[config.mk]
export PLATFORM = sky130hd
export DESIGN_NAME = evo_csr_byte_bridge
export DESIGN_NICKNAME = d
export VERILOG_FILES = /design/src/rtl/evo_csr_byte_bridge.sv
export SDC_FILE = /design/constraint.sdc
export NUM_CORES = 1
export LEC_CHECK = 0
export CAP_MARGIN = 20
export CELL_PAD_IN_SITES_DETAIL_PLACEMENT = 1
export CELL_PAD_IN_SITES_GLOBAL_PLACEMENT = 2
export CORE_MARGIN = 2
export CORE_UTILIZATION = 35
export CTS_CLUSTER_DIAMETER = 120
export DETAILED_ROUTE_END_ITERATION = 10
export PLACE_DENSITY = 0.82
export SETUP_SLACK_MARGIN = 0.3
export SYNTH_ARGS = -nofsm -noshare
export SYNTH_HDL_FRONTEND = slang
export SYNTH_SLANG_ARGS = --single-unit
[constraint.sdc]
create_clock -name clk -period 6.5 [get_ports clk]
set_input_delay 1.3 -clock clk [delete_from_list [all_inputs] [get_ports clk]]
set_output_delay 1.3 -clock clk [all_outputs]
set_load 0.005 [all_outputs]
[src/rtl/evo_csr_byte_bridge.sv]
// Byte-stream to Avalon-MM CSR master: turns framed I2C bytes into single 32-bit
// CSR writes or reads and streams read data back LSB first.
module evo_csr_byte_bridge #(
    parameter int          CSR_AWIDTH  = 7,
    parameter int          CSR_DWIDTH  = 32,
    parameter int          RD_TIMEOUT  = 16,
    parameter logic [31:0] TIMEOUT_VAL = 32'hFFFF_FFFF
) (
    input  logic                  clk,
    input  logic                  rstn,
    input  logic                  frm_start,
    input  logic                  rx_valid,
    input  logic [7:0]            rx_data,
    output logic                  tx_valid,
    output logic [7:0]            tx_data,
    input  logic                  tx_ready,
    output logic [CSR_AWIDTH-1:0] avs_csr_address,
    output logic                  avs_csr_write,
    output logic [CSR_DWIDTH-1:0] avs_csr_writedata,
    output logic                  avs_csr_read,
    input  logic                  avs_csr_waitrequest,
    input  logic                  avs_csr_readdatavalid,
    input  logic [CSR_DWIDTH-1:0] avs_csr_readdata,
    output logic                  busy,
    output logic                  err_timeout
);

    typedef enum logic [2:0] {IDLE, CMD, WDATA, WR_BUS, RD_BUS, RD_WAIT, TX} state_t;

    localparam logic [7:0] TO_LAST = 8'(RD_TIMEOUT - 1);

    state_t                  state, state_d;
    logic [1:0]              cnt, cnt_d, cnt_inc;
    logic [7:0]              tcnt, tcnt_d;
    logic [CSR_DWIDTH-1:0]   txbuf, txbuf_d;
    logic                    tx_valid_d, write_d, read_d, busy_d, err_d;
    logic [7:0]              tx_data_d;
    logic [CSR_AWIDTH-1:0]   addr_d;
    logic [CSR_DWIDTH-1:0]   wdata_d;
    logic                    unused_rx_bits;

    assign unused_rx_bits = ^rx_data;
    assign cnt_inc        = cnt + 2'd1;

    // Async reset drops any pending bus request immediately.
    always_ff @(posedge clk or negedge rstn) begin
        if (!rstn) begin
            state             <= IDLE;
            cnt               <= 2'd0;
            tcnt              <= 8'd0;
            txbuf             <= '0;
            tx_valid          <= 1'b0;
            tx_data           <= 8'd0;
            avs_csr_address   <= '0;
            avs_csr_writedata <= '0;
            avs_csr_write     <= 1'b0;
            avs_csr_read      <= 1'b0;
            busy              <= 1'b0;
            err_timeout       <= 1'b0;
        end else begin
            state             <= state_d;
            cnt               <= cnt_d;
            tcnt              <= tcnt_d;
            txbuf             <= txbuf_d;
            tx_valid          <= tx_valid_d;
            tx_data           <= tx_data_d;
            avs_csr_address   <= addr_d;
            avs_csr_writedata <= wdata_d;
            avs_csr_write     <= write_d;
            avs_csr_read      <= read_d;
            busy              <= busy_d;
            err_timeout       <= err_d;
        end
    end

    always_comb begin
        state_d    = state;
        cnt_d      = cnt;
        tcnt_d     = tcnt;
        txbuf_d    = txbuf;
        tx_valid_d = tx_valid;
        tx_data_d  = tx_data;
        addr_d     = avs_csr_address;
        wdata_d    = avs_csr_writedata;
        write_d    = avs_csr_write;
        read_d     = avs_csr_read;
        err_d      = 1'b0;

        case (state)
            IDLE: begin
                if (frm_start) begin
                    state_d = CMD;
                    cnt_d   = 2'd0;
                end
            end
            CMD: begin
                if (frm_start) begin
                    cnt_d = 2'd0;
                end else if (rx_valid) begin
                    addr_d = rx_data[CSR_AWIDTH-1:0];
                    cnt_d  = 2'd0;
                    if (rx_data[7]) begin
                        state_d = WDATA;
                    end else begin
                        state_d = RD_BUS;
                        read_d  = 1'b1;
                    end
                end
            end
            WDATA: begin
                // A restart mid-write discards the partial word; nothing is issued.
                if (frm_start) begin
                    state_d = CMD;
                    cnt_d   = 2'd0;
                end else if (rx_valid) begin
                    wdata_d[{cnt, 3'b000} +: 8] = rx_data;
                    cnt_d = cnt_inc;
                    if (cnt == 2'd3) begin
                        state_d = WR_BUS;
                        write_d = 1'b1;
                    end
                end
            end
            WR_BUS: begin
                if (!avs_csr_waitrequest) begin
                    write_d = 1'b0;
                    state_d = IDLE;
                end
            end
            RD_BUS: begin
                if (!avs_csr_waitrequest) begin
                    read_d  = 1'b0;
                    state_d = RD_WAIT;
                    tcnt_d  = 8'd0;
                end
            end
            RD_WAIT: begin
                // Valid data wins over a coinciding timeout.
                if (avs_csr_readdatavalid) begin
                    txbuf_d    = avs_csr_readdata;
                    tx_data_d  = avs_csr_readdata[7:0];
                    tx_valid_d = 1'b1;
                    cnt_d      = 2'd0;
                    state_d    = TX;
                end else if (tcnt == TO_LAST) begin
                    txbuf_d    = TIMEOUT_VAL;
                    tx_data_d  = TIMEOUT_VAL[7:0];
                    tx_valid_d = 1'b1;
                    cnt_d      = 2'd0;
                    err_d      = 1'b1;
                    state_d    = TX;
                end else begin
                    tcnt_d = tcnt + 8'd1;
                end
            end
            TX: begin
                if (frm_start) begin
                    tx_valid_d = 1'b0;
                    cnt_d      = 2'd0;
                    state_d    = CMD;
                end else if (tx_valid && tx_ready) begin
                    if (cnt == 2'd3) begin
                        tx_valid_d = 1'b0;
                        cnt_d      = 2'd0;
                        state_d    = IDLE;
                    end else begin
                        cnt_d     = cnt_inc;
                        tx_data_d = txbuf[{cnt_inc, 3'b000} +: 8];
                    end
                end
            end
            default: begin
                state_d = IDLE;
            end
        endcase

        busy_d = (state_d != IDLE);
    end

endmodule

==> impl_metrics.ini <==
[setup_path]
start_kind = input pin
critical-path-top-delay-family = buffers and inverters
critPathBufInv = 1
arrival_ns = 3.30
r2r-end = avs_csr_writedata[20]$_DFFE_PN0P_
crit_path_cell_trace = clkdlybuf4s50_1 > mux2_2 > a211o_1 > or3_1 > a21oi_1
r2r_setup_slack_ns = 3.50
worstSetupEndpointType = flip-flop
max_stage_delay_ns = 0.72
crit_type = in2reg
cp.required_ns = 6.78
cp_max_fo = 14
r2r-start = cnt[0]$_DFFE_PN0P_
r2r_cells = 5
crit_slowest_cell = clkdlybuf4s50_1

[synthesis]
ys.flop_type = dfrtp_1
synthCells = 399
syn-cell-area_um2 = 4600
syn-num-nets = 453
synth.area.mux_share_pct = 14.2
synth_xor_area_share_pct = 0
avgSynthCellArea_um2 = 11.5
ys_top_cells_by_area = dfrtp_1 (53%), nand2_1 (6.5%), mux2_2 (6.4%)
synth_common_cells = dfrtp_1 (97), nand2_1 (79), o21ai_1 (32), mux2_2 (26), o22a_1 (24)
ys_types = 51
synth_most_common_cell = dfrtp_1
ys_ff_latch = 97
yosysTopAreaCellShare_pct = 52.8
synth_edf_count = 0
synth_top_family_by_area = simple AND/OR/NAND/NOR gates
yosys_warnings = 0
async_flop_share_pct = 100
yosysTopAreaCell = dfrtp_1
synth_simple_gate_area_share_pct = 14.8
ys_seq_area_share_pct = 52.8
synth-compound-area-share_pct = 12.4
synth_fa_ha_area_share_pct = 1.91

[route]
dr.pass1.iters = 4
vias_per_cell = 5.11
dr_total_vias = 3408
drc = 0
drtAntennaViolNets = 0
drt-wirelength-per-cell_um = 17.7
wl_mm = 11.8
drt_iter0_markers = 157

[global_routing]
grt_pass1_vias = 3604
grt_first_pass_wirelength_mm = 19.1
grt_overflow_total = 0
grt_max_degree = 52
grt.total_usage_pct = 17.2
grt_antenna_before_repair = 0

[power]
ir_drop_v = 0.000175
cellLeakagePower_nw = 2.40
powerDensity_nw_per_um2 = 371

[cells_and_area]
synthToLayoutAreaGrowth_pct = 30.2
antennaDiodeCount = 0
nets = 544
final_layout_size_suffix_gt1_share_pct = 13.1
fill_cells = 1407

[timing]
skew_ns = 0.00344
setup_violations = 0
rsz0062_at_grt = no
fin_crit_ns = 3.03
drv_slew = 0
relSlewSlack_pct = 39.1
tns_ns = 0
fin_crit_sh_pct = 46.5
final-hold-violation-count = 0
max_freq_mhz = 331
hold_slack_ns = 0.486
worstMarginPinSlew_ns = 0.911

[clock_network]
cts-buffers-inserted = 9
post_cts_buffers = 0
cts_resized = 0
cts.root.buffer_cell = clkbuf_16
clk_latency_ns = 0.35
cts_hold_buf = 0
clkSinkCount = 97
clockBufferDepth = 2
htree_levels = 3
clkSlewWorstSetupHoldPaths_ns = 0.07
cts_tree = done

[floorplanning]
io_pins = 99
die_h_um = 119
dieArea_um2 = 14100
die_w_um = 119
coreArea_um2 = 12700
initial_utilization_pct = 36.1
rows = 41

[placed_design]
port_buffers = 98
dpl.hpwl_mm = 8.29
gp_congestion = 0.749

[min_path]
worstHoldStart = avs_csr_writedata[30]$_DFFE_PN0P_
hp-class = reg2reg
min_to = avs_csr_writedata[30]$_DFFE_PN0P_
holdPathStages = 2

[job]
cap_violations = 0

[outcome]
status = finished clean
cells by family after synthesis:
family | Yosys count
muxes | 47
AOI/OAI and AO/OA | 82
and+or+nand+nor | 137
DFF | 97
buffers and inverters | 29
adders and majority gates | 7
layer usage:
metal | routed length (um) | vias to the layer above | global-route usage [%]
li1 | - | 1611 | -
met1 | 5440 | 1694 | 22.2
met2 | 5630 | 90 | 28.6
met3 | 533 | 13 | 3.62
met4 | 174 | 0 | 6.18
met5 | 0 | - | 0
flip-flops by register name, summed over array words and instances, names as in the netlist, 2 cells and up:
register           cells
avs_csr_writedata     32
txbuf                 32
tcnt                   8
tx_data                8
avs_csr_address        7
state                  3
cnt                    2
layout by cell type, fill, tap and decap left out, drive strengths merged, types with 3 or more instances in the layout:
cell type	n
a21oi	6
buf	4
clkbuf	11
clkdlybuf4s50	97
dfrtp	97
ha	7
inv	8
mux2	34
mux2i	5
mux4	8
nand2	79
nand2b	15
nand3	5
nand4	4
nor2	6
nor2b	3
nor3b	4
o21ai	37
o22a	24
or3	7
through the flow:
step / cell area [um^2] / std cells / power (W) / util [%] / setup slack [ns]
2_1_floorplan: 4600 / 399 / 0.00136 / - / 4.10
3_3_place_gp: 5660 / 650 / 0.00164 / 44.5 / 2.41
3_5_place_dp: 5660 / 650 / 0.00167 / 44.5 / 2.35
4_1_cts: 5970 / 666 / 0.00224 / 46.9 / 2.72
5_1_grt: 5990 / 667 / 0.00235 / 47.0 / 3.19
6_report: 5990 / 667 / 0.00222 / 47.0 / 3.47
layout make-up:
cell class	count	area, um^2	area share, %
clock buffer	11	233	3.89
clock inverter	5	80.1	1.34
inverter	8	30.0	0.502
multi-input combinational	273	1990	33.3
sequential	97	2430	40.6
tap	172	215	3.60
timing repair buffer	101	1010	16.8
tightest hold or removal path, cell delays in order, from the launching register on:
cell	delay, ns
dfrtp_1	0.34
nand2_1	0.05
o21ai_1	0.06
worst max-delay path by stage:
stage,from,end,slack (ns),depth (start not counted)
3_5_place_dp,avs_csr_readdatavalid,tx_data[7]$_DFFE_PN0P_,2.35,5
3_3_place_gp,avs_csr_readdatavalid,tx_data[5]$_DFFE_PN0P_,2.41,5
2_1_floorplan,avs_csr_readdatavalid,tcnt[3]$_DFFE_PN0P_,4.10,4
5_1_grt,cnt[0]$_DFFE_PN0P_,avs_csr_writedata[15]$_DFFE_PN0P_,3.19,5
4_1_cts,avs_csr_readdatavalid,tx_data[1]$_DFFE_PN0P_,2.72,5
6_report,avs_csr_readdatavalid,tcnt[6]$_DFFE_PN0P_,3.47,5
power by group:
group | leakage, nW | internal [W] | total, W | switching (W)
Sequential | 1.19 | 0.000794 | 0.000949 | 0.000155
Combinational | 1.06 | 0.000436 | 0.000701 | 0.000264
Clock | 0.146 | 0.000337 | 0.000571 | 0.000234
Note: power is estimated with default switching activity, not from simulation.
